<file path="src/rtl/mult_wb_arbiter_if.sv">
`default_nettype none
// ============================================================================
// Module   : mult_wb_arbiter_if
// Brief    : Multiplier result, main writeback and register-file write bundle
//            for mult_wb_arbiter. The fwd_* lines matter only with MULT_WB_FWD_EN.
// Revision : 1.0  initial release
// ============================================================================
interface mult_wb_arbiter_if;
    logic        mult_we;
    logic [4:0]  mult_addr;
    logic [31:0] mult_data;
    logic        wb_we;
    logic [4:0]  wb_addr;
    logic [31:0] wb_data;
    logic        rf_we;
    logic [4:0]  rf_addr;
    logic [31:0] rf_data;
    logic [31:0] pend_flags;
    logic        mult_stall;
    logic        ovf_err;
    logic [4:0]  fwd_addr;
    logic        fwd_hit;
    logic [31:0] fwd_data;

    // Producer side: multiplier, pipeline writeback and hazard logic.
    modport master (
        output mult_we, mult_addr, mult_data, wb_we, wb_addr, wb_data, fwd_addr,
        input  rf_we, rf_addr, rf_data, pend_flags, mult_stall, ovf_err,
        input  fwd_hit, fwd_data
    );

    // Arbiter side.
    modport slave (
        input  mult_we, mult_addr, mult_data, wb_we, wb_addr, wb_data, fwd_addr,
        output rf_we, rf_addr, rf_data, pend_flags, mult_stall, ovf_err,
        output fwd_hit, fwd_data
    );
endinterface
`default_nettype wire

</file>
<file path="src/rtl/mult_wb_arbiter.sv">
`default_nettype none
// ============================================================================
// Module   : mult_wb_arbiter
// Brief    : Merges the multiplier result stream into the shared register-file
//            write port; losing results wait in an ordered FIFO with squash.
//            Optional macro MULT_WB_FWD_EN adds a FIFO forwarding lookup.
// Revision : 1.0  initial release
// ============================================================================
module mult_wb_arbiter #(
    parameter int DEPTH     = 8,
    parameter int PPL_STAGE = 3,
    parameter int STALL_TH  = 4
) (
    input  wire logic        clk,
    input  wire logic        rst,
    mult_wb_arbiter_if.slave bus
);
    localparam int c_AW = $clog2(DEPTH);
    localparam logic [c_AW:0] c_FULL = (c_AW+1)'(DEPTH);
    localparam logic [c_AW:0] c_TH   = (c_AW+1)'(STALL_TH);

    generate
        if ((DEPTH < 4) || ((DEPTH & (DEPTH - 1)) != 0) ||
            (STALL_TH > DEPTH - PPL_STAGE - 1)) begin : g_param_chk
            $error("mult_wb_arbiter: illegal DEPTH/PPL_STAGE/STALL_TH");
        end
    endgenerate

    logic [c_AW-1:0]  r_head;
    logic [c_AW-1:0]  r_tail;
    logic [c_AW:0]    r_count;
    logic [DEPTH-1:0] r_valid;
    logic [4:0]       r_addr [DEPTH];
    logic [31:0]      r_data [DEPTH];
    logic             r_ovf;
    logic             r_rf_we;
    logic [4:0]       r_rf_addr;
    logic [31:0]      r_rf_data;

    logic             w_mult_v;
    logic             w_wb_v;
    logic             w_empty;
    logic             w_full;
    logic             w_pop;
    logic             w_head_wr;
    logic             w_bypass;
    logic             w_push_req;
    logic             w_push;
    logic             w_ovf_evt;
    logic [DEPTH-1:0] w_squash;
    logic [31:0]      w_pend;

    assign w_mult_v = bus.mult_we && (bus.mult_addr != 5'd0);
    assign w_wb_v   = bus.wb_we && (bus.wb_addr != 5'd0);
    assign w_empty  = (r_count == '0);
    assign w_full   = (r_count == c_FULL);
    assign w_pop    = !w_wb_v && !w_empty;
    assign w_head_wr = w_pop && r_valid[r_head];
    // A dead head being popped frees the port, but the multiplier result may
    // only take it if nothing older remains behind that head.
    assign w_bypass = w_mult_v && !w_wb_v &&
                      (w_empty || (w_pop && !r_valid[r_head] && (r_count == (c_AW+1)'(1))));
    assign w_push_req = w_mult_v && !w_bypass;
    assign w_ovf_evt  = w_push_req && w_full && !w_pop;
    assign w_push     = w_push_req && !w_ovf_evt;

    always_comb begin
        w_squash = '0;
        w_pend   = '0;
        for (int i = 0; i < DEPTH; i++) begin
            if (w_wb_v && r_valid[i] && (r_addr[i] == bus.wb_addr))
                w_squash[i] = 1'b1;
            if (r_valid[i])
                w_pend[r_addr[i]] = 1'b1;
        end
        w_pend[0] = 1'b0;
    end

    always_ff @(posedge clk) begin
        if (rst) begin
            r_head    <= '0;
            r_tail    <= '0;
            r_count   <= '0;
            r_valid   <= '0;
            r_ovf     <= 1'b0;
            r_rf_we   <= 1'b0;
            r_rf_addr <= '0;
            r_rf_data <= '0;
        end else begin
            // Later assignments override: a push into the slot being popped
            // (full FIFO) must leave that slot valid.
            r_valid <= r_valid & ~w_squash;
            if (w_pop)
                r_valid[r_head] <= 1'b0;
            if (w_push) begin
                r_valid[r_tail] <= 1'b1;
                r_addr[r_tail]  <= bus.mult_addr;
                r_data[r_tail]  <= bus.mult_data;
            end
            r_head  <= r_head + c_AW'(w_pop);
            r_tail  <= r_tail + c_AW'(w_push);
            r_count <= r_count + (c_AW+1)'(w_push) - (c_AW+1)'(w_pop);
            if (w_ovf_evt)
                r_ovf <= 1'b1;

            if (w_wb_v) begin
                r_rf_we   <= 1'b1;
                r_rf_addr <= bus.wb_addr;
                r_rf_data <= bus.wb_data;
            end else if (w_head_wr) begin
                r_rf_we   <= 1'b1;
                r_rf_addr <= r_addr[r_head];
                r_rf_data <= r_data[r_head];
            end else if (w_bypass) begin
                r_rf_we   <= 1'b1;
                r_rf_addr <= bus.mult_addr;
                r_rf_data <= bus.mult_data;
            end else begin
                r_rf_we   <= 1'b0;
            end
        end
    end

    assign bus.rf_we      = r_rf_we;
    assign bus.rf_addr    = r_rf_addr;
    assign bus.rf_data    = r_rf_data;
    assign bus.pend_flags = w_pend;
    assign bus.mult_stall = (r_count >= c_TH);
    assign bus.ovf_err    = r_ovf;

`ifdef MULT_WB_FWD_EN
    logic        w_fwd_hit;
    logic [31:0] w_fwd_data;

    // Walk oldest to youngest so the last match seen is the youngest one.
    always_comb begin
        logic [c_AW-1:0] v_idx;
        v_idx      = '0;
        w_fwd_hit  = 1'b0;
        w_fwd_data = '0;
        for (int k = 0; k < DEPTH; k++) begin
            v_idx = r_head + c_AW'(k);
            if ((bus.fwd_addr != 5'd0) && r_valid[v_idx] && (r_addr[v_idx] == bus.fwd_addr)) begin
                w_fwd_hit  = 1'b1;
                w_fwd_data = r_data[v_idx];
            end
        end
    end

    assign bus.fwd_hit  = w_fwd_hit;
    assign bus.fwd_data = w_fwd_data;
`else
    assign bus.fwd_hit  = 1'b0;
    assign bus.fwd_data = '0;
`endif

endmodule
`default_nettype wire

</file>
<file path="src/flat_wrapper.sv">
// flat-port wrapper written by rule: the top's interface ports become plain ports
module mult_wb_arbiter_flat 
#(
    parameter int DEPTH     = 8,
    parameter int PPL_STAGE = 3,
    parameter int STALL_TH  = 4
)
  (clk, rst, bus_mult_we, bus_mult_addr, bus_mult_data, bus_wb_we, bus_wb_addr, bus_wb_data, bus_fwd_addr, bus_rf_we, bus_rf_addr, bus_rf_data, bus_pend_flags, bus_mult_stall, bus_ovf_err, bus_fwd_hit, bus_fwd_data);
  mult_wb_arbiter_if bus_i ();
  input  wire logic clk;
  input  wire logic rst;
  input wire logic [$bits(bus_i.mult_we)-1:0] bus_mult_we;
  input wire logic [$bits(bus_i.mult_addr)-1:0] bus_mult_addr;
  input wire logic [$bits(bus_i.mult_data)-1:0] bus_mult_data;
  input wire logic [$bits(bus_i.wb_we)-1:0] bus_wb_we;
  input wire logic [$bits(bus_i.wb_addr)-1:0] bus_wb_addr;
  input wire logic [$bits(bus_i.wb_data)-1:0] bus_wb_data;
  input wire logic [$bits(bus_i.fwd_addr)-1:0] bus_fwd_addr;
  output wire logic [$bits(bus_i.rf_we)-1:0] bus_rf_we;
  output wire logic [$bits(bus_i.rf_addr)-1:0] bus_rf_addr;
  output wire logic [$bits(bus_i.rf_data)-1:0] bus_rf_data;
  output wire logic [$bits(bus_i.pend_flags)-1:0] bus_pend_flags;
  output wire logic [$bits(bus_i.mult_stall)-1:0] bus_mult_stall;
  output wire logic [$bits(bus_i.ovf_err)-1:0] bus_ovf_err;
  output wire logic [$bits(bus_i.fwd_hit)-1:0] bus_fwd_hit;
  output wire logic [$bits(bus_i.fwd_data)-1:0] bus_fwd_data;
  assign bus_i.mult_we = bus_mult_we;
  assign bus_i.mult_addr = bus_mult_addr;
  assign bus_i.mult_data = bus_mult_data;
  assign bus_i.wb_we = bus_wb_we;
  assign bus_i.wb_addr = bus_wb_addr;
  assign bus_i.wb_data = bus_wb_data;
  assign bus_i.fwd_addr = bus_fwd_addr;
  assign bus_rf_we = bus_i.rf_we;
  assign bus_rf_addr = bus_i.rf_addr;
  assign bus_rf_data = bus_i.rf_data;
  assign bus_pend_flags = bus_i.pend_flags;
  assign bus_mult_stall = bus_i.mult_stall;
  assign bus_ovf_err = bus_i.ovf_err;
  assign bus_fwd_hit = bus_i.fwd_hit;
  assign bus_fwd_data = bus_i.fwd_data;
  mult_wb_arbiter #(.DEPTH(DEPTH), .PPL_STAGE(PPL_STAGE), .STALL_TH(STALL_TH)) u_core (.clk(clk), .rst(rst), .bus(bus_i));
endmodule
</file>
<file path="config.mk">
export PLATFORM = sky130hd
export DESIGN_NAME = mult_wb_arbiter_flat
export DESIGN_NICKNAME = d
export VERILOG_FILES = /design/src/rtl/mult_wb_arbiter_if.sv /design/src/rtl/mult_wb_arbiter.sv /design/src/flat_wrapper.sv
export SDC_FILE = /design/constraint.sdc
export NUM_CORES = 1
export LEC_CHECK = 0
export CELL_PAD_IN_SITES_DETAIL_PLACEMENT = 1
export CELL_PAD_IN_SITES_GLOBAL_PLACEMENT = 1
export CORE_MARGIN = 2
export CORE_UTILIZATION = 35
export CTS_CLUSTER_DIAMETER = 60
export DETAILED_ROUTE_END_ITERATION = 8
export GPL_ROUTABILITY_DRIVEN = 0
export PLACE_DENSITY_LB_ADDON = 0.2
export SYNTH_ARGS = -nofsm -noshare
export SYNTH_HDL_FRONTEND = slang
export SYNTH_SLANG_ARGS = --single-unit
</file>
<file path="constraint.sdc">
create_clock -name clk -period 4.41 [get_ports clk]
set_clock_uncertainty 0.15 [all_clocks]
set_input_delay 0.441 -clock clk [delete_from_list [all_inputs] [get_ports clk]]
set_output_delay 0.441 -clock clk [all_outputs]
set_load 0.1 [all_outputs]
</file>
## After elaboration in Yosys (flattened, before gate mapping)

Memory sizes are Yosys's and may differ from the RTL's. A register that Yosys moved wholly into a read port is not among the register bits.
Index checks and enable logic that the tools add are counted.
W data, S select, Z words.

| word-level totals | value |
|---|---|
| register bits | 57 |
| memory bits (writable) | 296 |
| input bits | 83 |
| logic and storage cells | 161 |
| memories kept | 2 |

| operators by class | value |
|---|---|
| $add $sub $neg | 4 |
| magnitude comparators | 21 |
| eq/ne operators | 10 |
| mux-type cells | 55 |
| bitwise logic cells | 12 |
| reduce and logical (&&, ||, !) cells | 49 |

Memories:

| name | depth | bits a word | rd ports | clocked after memory_dff | wr ports | line | text |
|---|---|---|---|---|---|---|---|
| u_core.r_data | 8 | 32 | 1 | 1 | 1 | mult_wb_arbiter.sv:34 | `logic [31:0] r_data [DEPTH];` |
| u_core.r_addr | 8 | 5 | 9 | 1 | 1 | mult_wb_arbiter.sv:33 | `logic [4:0] r_addr [DEPTH];` |

Operators by type and width:

| operator | number |
|---|---|
| $mux W32 | 11 |
| $or A32 B32 Y32 | 7 |
| $lt A5 B6 Y1 const B | 8 |
| $demux W1 S5 | 8 |
| $eq A5 B5 Y1 | 8 |
| $ge A5 B1 Y1 const B | 8 |
| $logic_and A1 B1 Y1 | 38 |
| $mux W1 | 25 |
| $mux W8 | 3 |
| $and A8 B8 Y8 | 2 |
| $not A8 Y8 | 2 |
| $mux W5 | 3 |
| $reduce_bool A5 Y1 | 2 |
| $lt A3 B4 Y1 const B | 2 |
| $or A8 B8 Y8 | 1 |
| $add A3 B1 Y3 | 2 |
| $demux W1 S3 | 2 |
| $ge A3 B1 Y1 const B | 2 |
| $logic_not A1 Y1 | 6 |
| $mux W3 | 2 |
| $add A4 B1 Y4 | 1 |
| $eq A4 B1 Y1 const B | 1 |
| $eq A4 B4 Y1 const B | 1 |
| $ge A4 B3 Y1 const B | 1 |
| other kinds (5) | 5 |

## Depth between registers and ports, before layout

Gate-level depths: netlist of run 1.
An unclocked memory read counts as a cell.

| logic depth | value |
|---|---|
| word-level depth | 20 |
| gate-level depth with buffers | 13 |
| mapped depth without buffers | 12 |

## Worst setup path after synthesis of run 1

OpenSTA, ideal clock, no wires.

| path | value |
|---|---|
| path type | input to register |
| start | input bus_wb_addr[0] |
| end | memory u_core.r_addr[7][0] (enable) |
| library setup time | 0.431 ns |
| arrival | 3.327 ns |
| data required time | 3.829 ns |
| path slack | 0.501 ns |
| stages on the path | 6 |
| path buffers | 1 |
| path through | clkbuf_1 -> o31ai_1 -> nand3_1 -> a31oi_1 -> o211ai_1 -> nor2_1 |

| on the way | value |
|---|---|
| cells in the longest elaborated chain, start to end | 17 |

RTL lines:

| what | line | text |
|---|---|---|
| start: declaration | flat_wrapper.sv:16 | `input wire logic [$bits(bus_i.wb_addr)-1:0] bus_wb_addr;` |
| $reduce_bool A5 Y1 (*) | mult_wb_arbiter.sv:54 | `assign w_wb_v = bus.wb_we && (bus.wb_addr != 5'd0);` |
| $logic_and A1 B1 Y1 (*) | mult_wb_arbiter.sv:54 |  |
| $logic_not A1 Y1 (*) | mult_wb_arbiter.sv:57, mult_wb_arbiter.sv:61 |  |
| $logic_and A1 B1 Y1 | mult_wb_arbiter.sv:57 | `assign w_pop = !w_wb_v && !w_empty;` |
| $logic_and A1 B1 Y1 (2 in series) | mult_wb_arbiter.sv:62 | `(w_empty \|\| (w_pop && !r_valid[r_head] && (r_count == (c_AW+1)'(1))));` |
| $logic_or A1 B1 Y1 | mult_wb_arbiter.sv:62 |  |
| $logic_and A1 B1 Y1 | mult_wb_arbiter.sv:61 | `assign w_bypass = w_mult_v && !w_wb_v &&` |
| $logic_not A1 Y1 | mult_wb_arbiter.sv:63 | `assign w_push_req = w_mult_v && !w_bypass;` |
| $logic_and A1 B1 Y1 | mult_wb_arbiter.sv:63 |  |
| $logic_and A1 B1 Y1 (2 in series) | mult_wb_arbiter.sv:64 | `assign w_ovf_evt = w_push_req && w_full && !w_pop;` |
| $logic_not A1 Y1 | mult_wb_arbiter.sv:65 | `assign w_push = w_push_req && !w_ovf_evt;` |
| $logic_and A1 B1 Y1 (*) | mult_wb_arbiter.sv:65 |  |
| $mux W1 (*) | mult_wb_arbiter.sv:95 | `if (w_push) begin` |
| $mux W1 (*) | mult_wb_arbiter.sv:80 | `if (rst) begin` |
| $mux W1 (implied by the code) (*) | mult_wb_arbiter.sv:97 | `r_addr[r_tail] <= bus.mult_addr;` |
| end: declaration | mult_wb_arbiter.sv:33 |  |

Mark *: on every way between the ends. The rest lies on a longest branch, timed or not.

==> flow_summary_export.csv, run 1 <==
group,metric,value,unit
clock_tree,clkLatencyLatePin,550,ps
global_routing,first_global_vias,12797,
power_and_ir_drop,p_sw_share,33.4,%
placed_design,io_buffers,148,
layout,drive_above_1_share,15.1,%
layout,fin_util,42.5,%
power_and_ir_drop,p_int,6.35,mW
worst_setup_path,crit_path_cell_trace,"nor2_1 > nand2_1 > o22ai_1 > or4_1 > clkdlybuf4s50_1",
timing,fmax,0.252,GHz
global_routing,grt_pass1_wl,82800,um
layout,final_area,20200,um^2
detailed_routing,dr.pass1.iters,6,
power_and_ir_drop,peakVddDrop,0.000290,V
clock_tree,root_buffer,"clkbuf_16",
timing,whs,326,ps
clock_tree,hold_buffers,0,
power_and_ir_drop,p_total,9.53,mW
timing,hold_violations,0,
min_path,worstHoldStart,"u_core.bus.rf_data[16]",
logic_synthesis,yosys_warnings,0,
logic_synthesis,yosys-top-cells-area,"edfxtp_1, dfxtp_1, mux4_2",
flow_run,cap_violations,0,
die,row_count,80,
logic_synthesis,synth_top_cell_by_area,"edfxtp_1",
placed_design,place_area,19000,um^2
global_routing,antenna_found_initial,6,
power_and_ir_drop,power.share.clock,32.6,%
power_and_ir_drop,powerDensity,472,nW/um^2
power_and_ir_drop,p_sw,3.18,mW
timing,slew-limit-headroom,27.4,%
timing,post-route-period-util,90.0,%
clock_tree,cts_resized,0,
timing,grt_setup_unrepaired,"no",
logic_synthesis,syn-cell-area,16700,um^2
detailed_routing,drtIter0Drc,1180,
clock_tree,cts-buffers-inserted,40,
die,die_height,223,um
placed_design,dp_cells,1999,
logic_synthesis,synth_cells,1288,
detailed_routing,postRouteAntennaNets,0,
die,die_area,49600,um^2
detailed_routing,drt_wl_total,55700,um
clock_tree,cts_max_level,2,
global_routing,grt_overflow,0,
worst_setup_path,ff2ff_setup_slack,1320,ps
die,ios,188,
min_path,hold_depth,2,
detailed_routing,drcViolationCount,0,
logic_synthesis,synth_flop_cell,"edfxtp_1",
clock_tree,cts_num_sinks,353,
logic_synthesis,ys_seq_elements,353,
timing,setup_viol_count_final,0,
timing,period_needed,3970,ps
logic_synthesis,synth.distinct_cells,58,
die,core,47400,um^2
power_and_ir_drop,seqPwrFrac,41.8,%
worst_setup_path,worst-path-buf-inv,1,
clock_tree,post_cts_buffers,0,
detailed_routing,wire_per_inst,26.8,um
timing,worst_pin_slew,1090,ps
worst_setup_path,cp-end-kind,"primary output",
clock_tree,clockBufferDepth,3,
worst_setup_path,r2r-start,"u_core.r_head[1]",
worst_setup_path,crit_type,"reg2out",
power_and_ir_drop,leakage,6.45,nW
worst_setup_path,crit_path_top_delay_cell,"clkdlybuf4s50_1",
layout,fin_nets,1520,
logic_synthesis,synth-edff-count,296,
worst_setup_path,required,3820,ps
timing,drv_slew,0,
clock_tree,clkTransAtPathRegs,60,ps
clock_tree,cts_tree,"done",
worst_setup_path,cpPeakStageDelay,1000,ps
min_path,hold_path_end,"u_core.bus.rf_data[16]",
worst_setup_path,r2r_cells,7,
worst_setup_path,crit_fanout,12,
power_and_ir_drop,combPwrFrac,25.6,%
timing,layout_setup_ws,441,ps
placed_design,post-place-ws,995,ps
worst_setup_path,cpLargestDelayFamily,"buffers and inverters",
die,start_util,35.3,%
layout,area.growth.synth_to_final,20.5,%
global_routing,globalRouteTotalUtil,22.3,%
layout,final_cells,2075,
logic_synthesis,syn_avg_cell_area,13.0,um^2
timing,tns,0,ps
worst_setup_path,cp-start-kind,"register",
logic_synthesis,synthArstFlopShare,0,%
min_path,hp-class,"reg2reg",
run_status,outcome,"finished clean",
logic_synthesis,seq_area_frac_synth,59.9,%
worst_setup_path,r2r_end,"u_core.r_data[3][6]",
worst_setup_path,worstPathArrival,3380,ps
detailed_routing,viasPerCell,5.94,
detailed_routing,vias,12323,
logic_synthesis,synth_top_area_share,53.1,%
global_routing,grt_max_degree,70,
die,die_x,223,um
placed_design,dp_hpwl,35800,um
==> tightest hold or removal path, stage by stage (launching register included) <==
cell and delay (ps):
dfxtp_1 310, inv_1 50, a221oi_1 60
==> logic make-up (layout without fill, tap and decap cells) <==
| family | count (synthesis) | after routing | share of synthesized area (%) |
|---|---|---|---|
| fa+ha+maj | 11 | 11 | 0.867 |
| compound gates | 304 | 304 | 12.0 |
| other cells | 1 | 39 | 0.0224 |
| mux | 88 | 88 | 9.14 |
| xor+xnor | 44 | 44 | 2.30 |
| flops | 353 | 353 | 59.9 |
| simple gates | 338 | 338 | 11.4 |
| buf+inv | 149 | 283 | 4.39 |
==> layer usage <==
metal  share of wire (%)  vias up  track usage [%]
met2                  48      509             37.4
met4                 3.5        2             8.16
met5               0.023        -                0
met1                  42     6279             28.9
met3                 5.7      142             3.97
li1                    -     5391                -
==> flip-flops by register name, summed over array words and instances (netlist names) <==
| register | flops |
|---|---|
| u_core.r_data | 256 |
| u_core.r_addr | 40 |
| u_core.bus.rf_data | 32 |
| u_core.r_valid | 8 |
| u_core.bus.rf_addr | 5 |
| u_core.r_count | 4 |
| u_core.r_head | 3 |
| u_core.r_tail | 3 |
| u_core.bus.ovf_err | 1 |
| u_core.bus.rf_we | 1 |
==> how the worst max path moves through the flow <==
| stage | endpoint | depth (start not counted) | slack [ps] | start |
|---|---|---|---|---|
| CTS | bus_pend_flags[7] | 5 | 500 | u_core.r_addr[2][3] |
| floorplan | u_core.r_addr[7][0] | 6 | 500 | bus_wb_addr[0] |
| detailed placement | u_core.r_valid[5] | 6 | 990 | bus_wb_addr[4] |
| global route | bus_pend_flags[2] | 5 | 350 | u_core.r_addr[6][0] |
| finish | bus_pend_flags[7] | 5 | 440 | u_core.r_addr[2][3] |
| global placement | u_core.r_valid[5] | 6 | 1010 | bus_wb_addr[4] |
==> layout make-up <==
cell class / instances / area [um^2]
antenna: 5 / 12.5
inverter: 20 / 75.1
clock inverter: 16 / 86.3
clock buffer: 55 / 1130
timing repair buffer: 192 / 1900
tap: 615 / 769
fill: 4937 / 27300
multi-input combinational: 819 / 6180
sequential: 353 / 10000
==> synth_stat cells (10+ instances only) <==
library cell,count
o22ai_1,154
xnor2_1,28
a31oi_1,35
nand3b_1,38
nor3_1,10
buf_2,17
and3_1,31
buf_4,35
or3b_2,21
o21ai_1,30
o21ai_0,10
nor2b_1,15
mux2i_1,19
mux2_2,19
xor2_1,16
edfxtp_1,296
nor4_1,13
mux4_2,50
ha_1,10
inv_1,16
a221oi_1,18
or4_1,29
nor2_1,35
nand3_1,50
clkbuf_1,69
dfxtp_1,57
nand2_1,73
==> layout by cell type (no fill, tap or decap), types with 10 or more instances in the layout <==
cell type and count:
mux2i_1 19, buf_4 50, mux4_2 50, o21ai_0 10, xnor2_1 28, or3b_2 21
a31oi_1 35, nor4_1 13, nand3_1 50, clkdlybuf4s50_1 132, or4_1 29, buf_12 10
ha_1 10, nor2_1 27, nand2_1 73, conb_1 34, clkbuf_1 10, edfxtp_1 296
dfxtp_1 54, nor2b_1 15, clkbuf_16 42, inv_1 16, nor3_1 10, a221oi_1 18
xor2_1 16, clkinv_1 11, o21ai_1 30, o22ai_1 154, nand3b_1 38, mux2_2 19
and3_1 31
==> power groups by stage <==
stage	logic, mW	registers (mW)	clock network [mW]
after global placement	2.43	4.05	0
after floorplan	1.26	4.43	0
after detailed placement	2.45	4.05	0
after CTS	2.46	3.99	3.17
final	2.44	3.99	3.10
after global routing	2.60	4.01	3.29
Power figures use the tool's default switching activity.
==> run 2, diff against run 1 <==
--- a/config.mk
+++ b/config.mk
@@ -12,6 +12,7 @@
 export CTS_CLUSTER_DIAMETER = 60
 export DETAILED_ROUTE_END_ITERATION = 8
 export GPL_ROUTABILITY_DRIVEN = 0
+export HOLD_SLACK_MARGIN = 0.12
 export PLACE_DENSITY_LB_ADDON = 0.2
 export SYNTH_ARGS = -nofsm -noshare
 export SYNTH_HDL_FRONTEND = slang
==> results of run 2 <==
Final layout, timing and power as in run 1 (identical DEF).
==> run 3, diff against run 2 <==
--- a/config.mk
+++ b/config.mk
@@ -12,6 +12,7 @@
 export CTS_CLUSTER_DIAMETER = 60
 export DETAILED_ROUTE_END_ITERATION = 8
 export GPL_ROUTABILITY_DRIVEN = 0
+export GPL_TIMING_DRIVEN = 1
 export HOLD_SLACK_MARGIN = 0.12
 export PLACE_DENSITY_LB_ADDON = 0.2
 export SYNTH_ARGS = -nofsm -noshare
==> constraint.sdc (replaced) <==
create_clock -name clk -period 4.41 [get_ports clk]
set_clock_uncertainty 0.15 [all_clocks]
set_input_delay 0.441 -clock clk [delete_from_list [all_inputs] [get_ports clk]]
set_output_delay 0.441 -clock clk [all_outputs]
set_load 0.005 [all_outputs]
==> flow_summary_export.csv, run 3 (synthesis gave the netlist of run 1 again) <==
group,metric,value,unit
detailed_routing,wire_per_inst,27.1,um
worst_setup_path,cp-end-kind,"primary output",
worst_setup_path,required,3820,ps
timing,grt_setup_unrepaired,"no",
clock_tree,post_cts_buffers,0,
detailed_routing,drcViolationCount,0,
run_status,outcome,"finished clean",
global_routing,grt_max_degree,70,
clock_tree,cts-buffers-inserted,41,
detailed_routing,vias,12354,
die,ios,188,
detailed_routing,drtIter0Drc,1377,
die,die_area,49600,um^2
timing,worst_pin_slew,1060,ps
timing,tns,0,ps
global_routing,antenna_found_initial,3,
layout,final_common_cell,"edfxtp_1",
clock_tree,cts_max_level,2,
worst_setup_path,cp-start-kind,"register",
timing,post-route-period-util,78.4,%
power_and_ir_drop,leakage,6.48,nW
timing,hold_violations,0,
power_and_ir_drop,peakVddDrop,0.000220,V
global_routing,first_global_vias,12934,
layout,drive_above_1_share,14.4,%
timing,drv_slew,0,
layout,top_register,"u_core.r_data",
placed_design,dp_hpwl,35900,um
power_and_ir_drop,powerDensity,449,nW/um^2
power_and_ir_drop,combPwrFrac,19.2,%
die,die_height,223,um
worst_setup_path,worstPathArrival,2860,ps
timing,period_needed,3460,ps
flow_run,cap_violations,0,
power_and_ir_drop,p_sw,2.56,mW
layout,largest_reg_flops,256,
timing,whs,318,ps
die,start_util,35.3,%
clock_tree,clkTransAtPathRegs,60,ps
clock_tree,clockBufferDepth,3,
timing,slew-limit-headroom,29.1,%
die,core,47400,um^2
power_and_ir_drop,power.share.clock,37.1,%
die,row_count,80,
die,die_x,223,um
layout,final_cells,2075,
power_and_ir_drop,p_sw_share,28.0,%
min_path,hp-class,"reg2reg",
worst_setup_path,crit_type,"reg2out",
detailed_routing,viasPerCell,5.95,
clock_tree,cts_tree,"done",
global_routing,globalRouteTotalUtil,22.6,%
clock_tree,cts_num_sinks,353,
detailed_routing,dr.pass1.iters,5,
global_routing,grt_pass1_wl,83800,um
clock_tree,clkLatencyLatePin,560,ps
clock_tree,cts_resized,0,
placed_design,dp_cells,1998,
power_and_ir_drop,p_int,6.58,mW
detailed_routing,postRouteAntennaNets,0,
layout,fin_nets,1520,
clock_tree,hold_buffers,0,
worst_setup_path,crit_fanout,12,
layout,fin_util,42.9,%
layout,final_cell_mix,"edfxtp_1, o22ai_1, clkdlybuf4s50_1",
clock_tree,root_buffer,"clkbuf_16",
timing,fmax,0.289,GHz
global_routing,grt_overflow,0,
detailed_routing,drt_wl_total,56200,um
power_and_ir_drop,seqPwrFrac,43.6,%
placed_design,io_buffers,148,
timing,setup_viol_count_final,0,
layout,area.growth.synth_to_final,21.4,%
[run 3: changes by cell type in the layout (fill, tap and decap cells not counted), sizes merged]
cell           previous run  this run
inv                      18        20
bufinv                    0         3
diode                     5         2
buf                      60        43
clkdlybuf4s50           132       148
clkbuf                   55        59
clkinv                   17        12
[run 3: power groups by stage]
stage,Combinational [mW],Clock [mW],Sequential [mW]
floorplan,1.04,0,3.97
global placement,1.74,0,4.05
detailed placement,1.77,0,4.05
CTS,1.78,3.46,3.99
global route,1.91,3.58,4.01
finish,1.76,3.39,3.99
[run 3: final timing paths]
path	depth (start not counted)	startpoint	to	slack, ps
max	5	u_core.r_addr[7][4]	bus_pend_flags[7]	950
min	2	u_core.bus.rf_data[16]	u_core.bus.rf_data[16]	320
max reg2reg	7	u_core.r_head[1]	u_core.r_data[4][5]	1220
min reg2reg	2	u_core.bus.rf_data[16]	u_core.bus.rf_data[16]	320
[run 3: worst max-delay path, stage by stage (launching register included)]
cell and delay (ps):
edfxtp_1 820, nor2_1 80, nand2_1 170, o22ai_1 100, or4_1 640, clkdlybuf4s50_1 500
[run 3: layout make-up]
cell class                      instances  area, um^2
Fill cell                            4954       27100
Sequential cell                       353       10000
Antenna cell                            2        5.00
Clock buffer                           59        1170
Tap cell                              615         769
Inverter                               20        75.1
Clock inverter                         16         176
Multi-Input combinational cell        819        6180
Timing Repair Buffer                  191        1930
[run 3: metrics by stage]
| step | area, um^2 | setup slack, ps | total power, mW |
|---|---|---|---|
| detailed placement | 19000 | 988 | 5.82 |
| floorplan | 16900 | 501 | 5.01 |
| CTS | 20300 | 1010 | 9.23 |
| global placement | 19000 | 1060 | 5.79 |
| global route | 20300 | 852 | 9.50 |
| finish | 20300 | 954 | 9.14 |
[run 3: routing by layer]
metal / global-route usage, % / routed length [um] / part of all wire, %
met5: 0 / 13 / 0.023
met4: 9.31 / 2150 / 3.8
met3: 3.08 / 2830 / 5.0
met2: 37.4 / 27100 / 48
met1: 30.0 / 24100 / 43
